## src/rtl/nms_ctrl.sv

```systemverilog
`default_nettype none
// ============================================================================
// Module   : nms_ctrl
// Purpose  : Full-frame 3x3 non-maximum-suppression sequencer. On a start
//            pulse it walks every non-border pixel of a COLUMNS x ROWS score
//            image in raster order. For each pixel it issues the centre and
//            its 8 neighbours to an external address calculator. It compares
//            the returned scores and pulses corner_valid for each pixel that
//            is a strict local maximum with a non-zero score.
//
// Ports    : clk          - single clock, all state on the rising edge
//            reset_n      - asynchronous active-low reset
//            start        - one-cycle pulse, starts a pass (ignored when busy
//                           or during the done cycle)
//            ref_addr     - reference address, centre = ref_addr - (COLUMNS+2)
//            adj_number   - 0 = centre, 1..8 = neighbour, 15 = idle select
//            score_data   - score read data, valid one cycle after the
//                           ref_addr/adj_number pair that requested it
//            corner_valid - one-cycle pulse, pixel at corner_addr survives
//            corner_addr  - centre address of the surviving pixel (held)
//            busy         - high from the first issue cycle until done
//            done         - one-cycle pulse at the end of the pass
//
// Config   : NMS_PLATEAU_TIEBREAK_EN (optional define)
//            Undefined : the centre must be strictly greater than all 8
//                        neighbours.
//            Defined   : the centre must be > neighbours 1..4 and >=
//                        neighbours 5..8. The address calculator numbers
//                        raster-later neighbours (E, SW, S, SE) 1..4 and
//                        raster-earlier ones (NW, N, NE, W) 5..8, so the
//                        later pixel of an equal pair survives.
//
// Revision : 1.0 - initial release
// ============================================================================
module nms_ctrl #(
  parameter int COLUMNS = 180,
  parameter int ROWS    = 120,
  parameter int SCORE_W = 8
) (
  input  logic               clk,
  input  logic               reset_n,
  input  logic               start,
  output logic [14:0]        ref_addr,
  output logic [3:0]         adj_number,
  input  logic [SCORE_W-1:0] score_data,
  output logic               corner_valid,
  output logic [14:0]        corner_addr,
  output logic               busy,
  output logic               done
);

  // --------------------------------------------------------------------------
  // Constants
  // --------------------------------------------------------------------------
  localparam int COL_W = (COLUMNS > 2) ? $clog2(COLUMNS) : 1;

  // ref_addr runs COLUMNS+2 ahead of the centre pixel it describes
  localparam logic [14:0]      c_centerOfs = 15'(COLUMNS + 2);
  // first centre is (row 1, col 1) = COLUMNS+1
  localparam logic [14:0]      c_firstRef  = 15'(2 * COLUMNS + 3);
  // last centre is (ROWS-2)*COLUMNS + COLUMNS-2
  localparam logic [14:0]      c_lastRef   = 15'(ROWS * COLUMNS);
  // skipping the right border, the left border and landing on col 1
  localparam logic [14:0]      c_rowStep   = 15'd3;
  localparam logic [14:0]      c_pixStep   = 15'd1;
  localparam logic [COL_W-1:0] c_firstCol  = COL_W'(1);
  localparam logic [COL_W-1:0] c_lastCol   = COL_W'(COLUMNS - 2);
  localparam logic [3:0]       c_adjCenter = 4'd0;
  localparam logic [3:0]       c_adjFirst  = 4'd1;
  localparam logic [3:0]       c_adjLast   = 4'd8;
  localparam logic [3:0]       c_adjIdle   = 4'd15;

  // --------------------------------------------------------------------------
  // State
  // --------------------------------------------------------------------------
  typedef enum logic [1:0] {
    S_IDLE  = 2'd0,
    S_ISSUE = 2'd1,
    S_EVAL  = 2'd2
  } state_t;

  state_t             r_state;
  logic [14:0]        r_ref;
  logic [3:0]         r_adj;
  logic [COL_W-1:0]   r_col;
  logic [SCORE_W-1:0] r_centerScore;
  logic               r_pass;
  logic               r_cornerValid;
  logic [14:0]        r_cornerAddr;
  logic               r_busy;
  logic               r_done;

  // --------------------------------------------------------------------------
  // Neighbour comparison
  // score_data returns the value requested one cycle earlier. During ISSUE
  // that is neighbour r_adj-1. During EVAL it is neighbour 8.
  // --------------------------------------------------------------------------
  logic w_beats;
  logic w_survive;

`ifdef NMS_PLATEAU_TIEBREAK_EN
  logic [3:0] w_nbIdx;

  assign w_nbIdx = (r_state == S_EVAL) ? c_adjLast : (r_adj - 4'd1);
  assign w_beats = (w_nbIdx >= 4'd5) ? (r_centerScore >= score_data)
                                     : (r_centerScore >  score_data);
`else
  assign w_beats = (r_centerScore > score_data);
`endif

  // Final verdict, taken while neighbour 8 is on score_data
  assign w_survive = r_pass & w_beats;

  // --------------------------------------------------------------------------
  // Sequencer
  // --------------------------------------------------------------------------
  always_ff @(posedge clk or negedge reset_n) begin
    if (!reset_n) begin
      r_state       <= S_IDLE;
      r_ref         <= '0;
      r_adj         <= c_adjIdle;
      r_col         <= '0;
      r_centerScore <= '0;
      r_pass        <= 1'b0;
      r_cornerValid <= 1'b0;
      r_cornerAddr  <= '0;
      r_busy        <= 1'b0;
      r_done        <= 1'b0;
    end else begin
      // single-cycle pulses
      r_cornerValid <= 1'b0;
      r_done        <= 1'b0;

      case (r_state)
        S_IDLE: begin
          r_adj <= c_adjIdle;
          // r_done is high only in the cycle right after a pass; a start
          // seen then is dropped
          if (start && !r_done) begin
            r_state <= S_ISSUE;
            r_busy  <= 1'b1;
            r_ref   <= c_firstRef;
            r_col   <= c_firstCol;
            r_adj   <= c_adjCenter;
          end
        end

        S_ISSUE: begin
          if (r_adj == c_adjFirst) begin
            // centre score arrives now; a zero centre can never survive
            r_centerScore <= score_data;
            r_pass        <= |score_data;
          end else if (r_adj != c_adjCenter && !w_beats) begin
            r_pass <= 1'b0;
          end

          if (r_adj == c_adjLast) begin
            r_state <= S_EVAL;
          end else begin
            r_adj <= r_adj + 4'd1;
          end
        end

        S_EVAL: begin
          if (w_survive) begin
            r_cornerValid <= 1'b1;
            r_cornerAddr  <= r_ref - c_centerOfs;
          end

          if (r_ref == c_lastRef) begin
            r_state <= S_IDLE;
            r_busy  <= 1'b0;
            r_done  <= 1'b1;
            r_adj   <= c_adjIdle;
          end else begin
            r_state <= S_ISSUE;
            r_adj   <= c_adjCenter;
            if (r_col == c_lastCol) begin
              r_ref <= r_ref + c_rowStep;
              r_col <= c_firstCol;
            end else begin
              r_ref <= r_ref + c_pixStep;
              r_col <= r_col + c_firstCol;
            end
          end
        end

        default: begin
          r_state <= S_IDLE;
          r_busy  <= 1'b0;
          r_adj   <= c_adjIdle;
        end
      endcase
    end
  end

  // --------------------------------------------------------------------------
  // Outputs
  // --------------------------------------------------------------------------
  assign ref_addr     = r_ref;
  assign adj_number   = r_adj;
  assign corner_valid = r_cornerValid;
  assign corner_addr  = r_cornerAddr;
  assign busy         = r_busy;
  assign done         = r_done;

endmodule

`default_nettype wire
```

## config.mk

```make
export PLATFORM = sky130hd
export DESIGN_NAME = nms_ctrl
export DESIGN_NICKNAME = d
export VERILOG_FILES = /design/src/rtl/nms_ctrl.sv
export SDC_FILE = /design/constraint.sdc
export NUM_CORES = 1
export LEC_CHECK = 0
export ABC_AREA = 1
export BUFFER_PORTS_ARGS = -buffer_cell sky130_fd_sc_hd__buf_2
export CAP_MARGIN = 10
export CORE_ASPECT_RATIO = 0.5
export CORE_MARGIN = 5
export CORE_UTILIZATION = 35
export CTS_CLUSTER_DIAMETER = 40
export DETAILED_ROUTE_END_ITERATION = 8
export PLACE_DENSITY = 0.51
export SYNTH_ARGS = -nofsm -noshare
export SYNTH_HDL_FRONTEND = slang
export SYNTH_SLANG_ARGS = --single-unit
```

## constraint.sdc

```tcl
create_clock -name clk -period 2.82 [get_ports clk]
set_input_delay 0.564 -clock clk [delete_from_list [all_inputs] [get_ports clk]]
set_output_delay 0.564 -clock clk [all_outputs]
set_load 0.05 [all_outputs]
```

* After elaboration in Yosys (flattened, before gate mapping)
Index checks and enable logic that the tools add are counted.
W data, S select, Z words.
** Operators by class
- $add $sub $neg :: 5
- $lt $le $gt $ge :: 1
- Equal/unequal tests :: 11
- Mux-type cells :: 25
- Bitwise operators :: 2
- Reduce and logical (&&, ||, !) cells :: 15
** Operator list (count)
- $mux W15 :: 3
- $pmux W15 S2 :: 1
- $mux W8 :: 3
- $pmux W8 S2 :: 1
- $add A15 B1 Y15 const B :: 1
- $add A15 B2 Y15 const B :: 1
- $eq A15 B15 Y1 const B :: 1
- $sub A15 B8 Y15 const B :: 1
- $mux W4 :: 3
- $pmux W4 S3 :: 1
- $ne A2 B2 Y1 const B :: 5
- $mux W1 :: 9
- $add A8 B1 Y8 const B :: 1
- $eq A8 B8 Y1 const B :: 1
- $gt A8 B8 Y1 :: 1
- $reduce_and A2 Y1 :: 4
- $reduce_or A8 Y1 :: 1
- $pmux W2 S3 :: 1
- $reduce_and A3 Y1 :: 2
- $add A4 B1 Y4 const B :: 1
- $eq A4 B1 Y1 const B :: 1
- $eq A4 B4 Y1 const B :: 1
- $mux W2 :: 2
- $reduce_bool A2 Y1 :: 2
- other kinds (9) :: 11
** Storage, ports and cells
- Register bits after elaboration :: 56
- Bits of input ports :: 11
- Output and inout bits :: 37
- Word-level logic and storage cells :: 69

* Depth between registers and ports, before layout
- Depth in word-level cells :: 5
- Gate-level depth with buffers :: 13
- Gate-level depth less buffers :: 13

* Worst setup path after synthesis
OpenSTA, ideal clock, no wires.
- Path type :: flip-flop to flip-flop
- Start :: register r_col[0]
- End :: register r_ref[13] (netlist: ref_addr[13])
- Setup time :: 0.126 ns
- Arrival :: 1.974 ns
- Required time :: 2.694 ns
- Path slack :: 0.721 ns
- Cell stages (with the launch flop) :: 14
- Buffers on the path :: 0
- Period minus slack after synthesis :: 2.099 ns
- Cell sequence :: dfrtp_1 inv_1 ha_1 nand3_1 nand3b_1 inv_1 ha_1 nand2_1 o21ai_1 nand2_1 nor2_1 nand2_1 nand3_1 o21ai_1
** On the way
- Longest elaborated chain between the ends :: 4
** Ends and longest elaborated chain
- start, declared :: RTL line 85 : logic [COL_W-1:0] r_col;
- start signal, assigned :: RTL line 143 : r_col <= c_firstCol;
- start signal, assigned :: RTL line 180 : r_col <= c_firstCol;
- start signal, assigned :: RTL line 183 : r_col <= r_col + c_firstCol;
- $eq A8 B8 Y1 :: RTL line 178 : if (r_col == c_lastCol) begin
- $mux W15 :: RTL line 178
- $mux W15 :: RTL line 170 : if (r_ref == c_lastRef) begin
- $pmux W15 S2 :: RTL line 134 : case (r_state)
- end signal, assigned :: RTL line 142 : r_ref <= c_firstRef;
- end signal, assigned :: RTL line 179 : r_ref <= r_ref + c_rowStep;
- end signal, assigned :: RTL line 182 : r_ref <= r_ref + c_pixStep;
- end, declared :: RTL line 83 : logic [14:0] r_ref;
Every way passes these cells. The select of a mux whose other input is x is not followed.
A chain may end at the register's enable or synchronous reset.

* Worst setup path in the final report
- Start :: register r_col[0]
- End :: register r_ref[12] (netlist: ref_addr[12])
Same word-level chain as after synthesis.

==> run summary <==
### Setup path
- delay contributed by the slowest stage of the critical path: 0.49 ns
- Worst Setup End Kind: flip-flop
- crit-path cells: inv_1 -> ha_1 -> nand3_1 -> nand3b_1 -> fa_1 -> nor2_1 -> nand3_1 -> xor2_1 -> nor2_1 -> nand2_1 -> nand2_1
- standard cell with the maximum stage delay on the critical path: sky130_fd_sc_hd__fa_1
- Crit path max-delay family: simple AND/OR/NAND/NOR gates
- startpoint class of the critical path: flip-flop
- worst setup path category: flip-flop to flip-flop
- critical-path maximum fanout: 7
- WP data required: 3.06 ns
- arrival time at the worst endpoint: 2.52 ns
- critical path buffer and inverter count: 1

### Finish
- area growth from synthesis to layout: 15.0%
- commonest non-fill, non-tap cell in the layout: sky130_fd_sc_hd__nand2_1
- footprint of the multi-input gates: 0.00173 mm^2
- fillcell total: 1049
- number of nets in the final layout: 540
- Reg area: 0.00141 mm^2
- # diodes: 0
- fraction of final layout cells sized beyond drive strength 1: 0.146
- highest-count cells in the layout ignoring fill and taps: sky130_fd_sc_hd__nand2_1, sky130_fd_sc_hd__inv_1, sky130_fd_sc_hd__dfrtp_1, sky130_fd_sc_hd__nor2_1, sky130_fd_sc_hd__buf_2

### Run
- max-cap violation count: 0

### STA
- count of endpoints failing hold in the final timing report: 0
- transition at the pin with the smallest max-transition slack: 0.587 ns
- Setup WS post-layout: 0.540 ns
- Setup Total Neg Slack: 0 ns
- f_max: 439 MHz
- clk_skew: 0.00675 ns
- worst max-slew margin expressed relative to the limit: 0.608
- Min Hold Slack: 0.228 ns
- Max Slew Vio Count: 0
- setup-violating endpoint count in the final report: 0
- final critical delay including setup and external delays: 2.28 ns
- setup repair after global routing missed its margin: false
- portion of the clock cycle consumed by the worst path in the final layout: 0.808

### Floorplan
- area of the core: 0.00951 mm^2
- Die Outline Area: 0.0120 mm^2
- number of ports placed on the die boundary: 48
- number of rows created at floorplan: 25
- Starting Density: 0.361
- die extent in y: 80.0 um
- overall die width: 150 um

### Clock tree
- level count of the clock H-tree: 2
- Post-CTS Hold Buffers: 0
- clock network latency to the later pin of the worst-skew pair: 0.30 ns
- number of buffers added by the clock tree synthesis step: 5
- cell at the root of the clock tree: sky130_fd_sc_hd__clkbuf_16
- CTS tree: done
- post-CTS setup buffer count: 0
- Reg clk slew, reported paths: 0.07 ns
- deepest clock path buffer count: 2
- number of gates resized after cts: 0
- clock sink count: 56

### Routing
- final WL: 8900 um
- number of vias per cell after detailed routing: 4.74
- routed wirelength normalized by instance count: 13.7 um
- total via count in the routed design: 3076
- Pre-Repair DR Iteration Count: 4
- violation count after the first detailed-routing iteration: 170
- residual antenna-violating net count after detailed routing: 0
- DRC errors left: 0

### Synthesis
- flip-flop and latch count after synthesis: 56
- count of distinct cell types in the synthesized netlist: 32
- top post-synthesis cells by area: sky130_fd_sc_hd__dfrtp_1, sky130_fd_sc_hd__nand2_1, sky130_fd_sc_hd__inv_1
- synthesis warning total: 0
- Yosys top cell area share: 0.379
- sequential fraction of the synthesis area: 0.410
- synthesized net count: 495
- Avg Synthesized Cell Area: 7.34 um^2
- total standard cell area after synthesis: 0.00343 mm^2
- Gate Count Post-Synth: 468
- biggest area consumer among synthesized cells: sky130_fd_sc_hd__dfrtp_1

### Placement
- worst setup slack after placement: 0.559 ns
- port buffer count: 47
- Detail Placement HPWL: 6750 um
- final weighted congestion in routability-driven placement: 0.832

### Pwr
- total power: 1.59 mW
- Leakage Power: 2.08 nW
- VDD IR max: 0.223 mV
- power density of the placed cells: 404 mW/mm^2

### Global route
- vias in the first global route: 2921
- overall track demand over capacity in global routing: 0.155
- initial antenna violation count: 0
- largest net degree at the start of global routing: 24
- first-pass GRT wire length: 14800 um
- grt total ovfl: 0

### Min path
- Hold Path Class: input pin to async pin

### Run status
- result of the run: complete, no violations

==> report_power, final <==
group / total (mW) / leakage (nW) / switching (mW) / internal [mW]
Combinational: 0.0681 / 1.30 / 0.0453 / 0.0228
Sequential: 0.814 / 0.697 / 0.00395 / 0.810
Clock: 0.712 / 0.0808 / 0.293 / 0.419
==> path summary, 6_finish.rpt <==
| path | slack, ns | end | depth (start not counted) | startpoint |
|---|---|---|---|---|
| max | 0.54 | ref_addr[12]$_DFFE_PN0P_ | 11 | r_col[0]$_DFFE_PN0P_ |
| min | 0.23 | ref_addr[10]$_DFFE_PN0P_ | 1 | reset_n |
| max reg2reg | 0.54 | ref_addr[12]$_DFFE_PN0P_ | 11 | r_col[0]$_DFFE_PN0P_ |
| min reg2reg | 0.48 | corner_addr[2]$_DFFE_PN0P_ | 2 | corner_addr[2]$_DFFE_PN0P_ |
| max in group asynchronous | 1.89 | adj_number[1]$_DFFE_PN1P_ | 2 | reset_n |
| min in group clk | 0.48 | corner_addr[2]$_DFFE_PN0P_ | 2 | corner_addr[2]$_DFFE_PN0P_ |
==> sequential cells by signal, summed over array words and instances, names as in the netlist <==
name,count
adj_number,4
r_col,8
r_centerScore,8
done,1
r_state,2
ref_addr,15
busy,1
r_pass,1
corner_addr,15
corner_valid,1
==> cell families (layout without fill, tap and decap cells) <==
group | Yosys count | count (layout) | share of synthesized area
fa+ha+maj | 16 | 16 | 0.0605
compound gates | 59 | 59 | 0.0922
buf+inv | 70 | 116 | 0.0878
simple gates | 252 | 252 | 0.312
xor+xnor | 15 | 15 | 0.0383
flops | 56 | 56 | 0.410
==> layout make-up <==
type | instances | area share
Sequential cell | 56 | 0.356
Multi-Input combinational cell | 342 | 0.437
Clock buffer | 6 | 0.0326
Timing Repair Buffer | 52 | 0.0691
Clock inverter | 2 | 0.00887
Tap cell | 135 | 0.0428
Inverter | 56 | 0.0532
==> synthesized netlist by cell type <==
library cell	instances
sky130_fd_sc_hd__xor2_1	13
sky130_fd_sc_hd__nand2_2	3
sky130_fd_sc_hd__nor2_4	1
sky130_fd_sc_hd__a21o_1	1
sky130_fd_sc_hd__or2_1	1
sky130_fd_sc_hd__fa_1	1
sky130_fd_sc_hd__or2_2	1
sky130_fd_sc_hd__dfstp_2	4
sky130_fd_sc_hd__clkbuf_1	2
sky130_fd_sc_hd__nor2_2	3
sky130_fd_sc_hd__o21bai_1	1
sky130_fd_sc_hd__o21ai_0	21
sky130_fd_sc_hd__nand4_1	12
sky130_fd_sc_hd__o22ai_1	1
sky130_fd_sc_hd__buf_6	3
sky130_fd_sc_hd__dfrtp_1	52
sky130_fd_sc_hd__nand3_1	40
sky130_fd_sc_hd__nand3b_1	2
sky130_fd_sc_hd__o21ai_1	21
sky130_fd_sc_hd__inv_1	54
sky130_fd_sc_hd__nor2_1	48
sky130_fd_sc_hd__nor3_1	4
sky130_fd_sc_hd__ha_1	15
sky130_fd_sc_hd__nor3b_1	1
sky130_fd_sc_hd__nand2_1	136
sky130_fd_sc_hd__a21oi_4	1
sky130_fd_sc_hd__xnor2_1	2
sky130_fd_sc_hd__buf_4	2
sky130_fd_sc_hd__inv_2	2
sky130_fd_sc_hd__buf_2	7
sky130_fd_sc_hd__a21oi_1	12
sky130_fd_sc_hd__a21oi_2	1
==> layer usage <==
metal / wire length (um) / vias to the layer above / GRT usage / part of all wire
met4: 63 / 0 / 0.0301 / 0.0071
met1: 4720 / 1424 / 0.232 / 0.53
met2: 3690 / 61 / 0.231 / 0.41
met3: 430 / 4 / 0.0318 / 0.048
met5: 0 / - / 0 / 0
li1: - / 1587 / - / -
==> metrics by stage <==
step	std cells	utilization	instance area, um^2
4_1_cts	649	0.415	3950
2_1_floorplan	468	-	3430
5_1_grt	649	0.415	3950
3_3_place_gp	641	0.398	3780
3_5_place_dp	641	0.398	3780
6_report	649	0.415	3950
==> worst register-to-register path: stages, from the launching register on <==
cell and delay [ns]:
sky130_fd_sc_hd__dfrtp_1 0.40, sky130_fd_sc_hd__inv_1 0.10, sky130_fd_sc_hd__ha_1 0.15, sky130_fd_sc_hd__nand3_1 0.07, sky130_fd_sc_hd__nand3b_1 0.33, sky130_fd_sc_hd__fa_1 0.49
sky130_fd_sc_hd__nor2_1 0.21, sky130_fd_sc_hd__nand3_1 0.12, sky130_fd_sc_hd__xor2_1 0.15, sky130_fd_sc_hd__nor2_1 0.09, sky130_fd_sc_hd__nand2_1 0.05, sky130_fd_sc_hd__nand2_1 0.06
No activity file was read; power rests on OpenSTA's default activity.
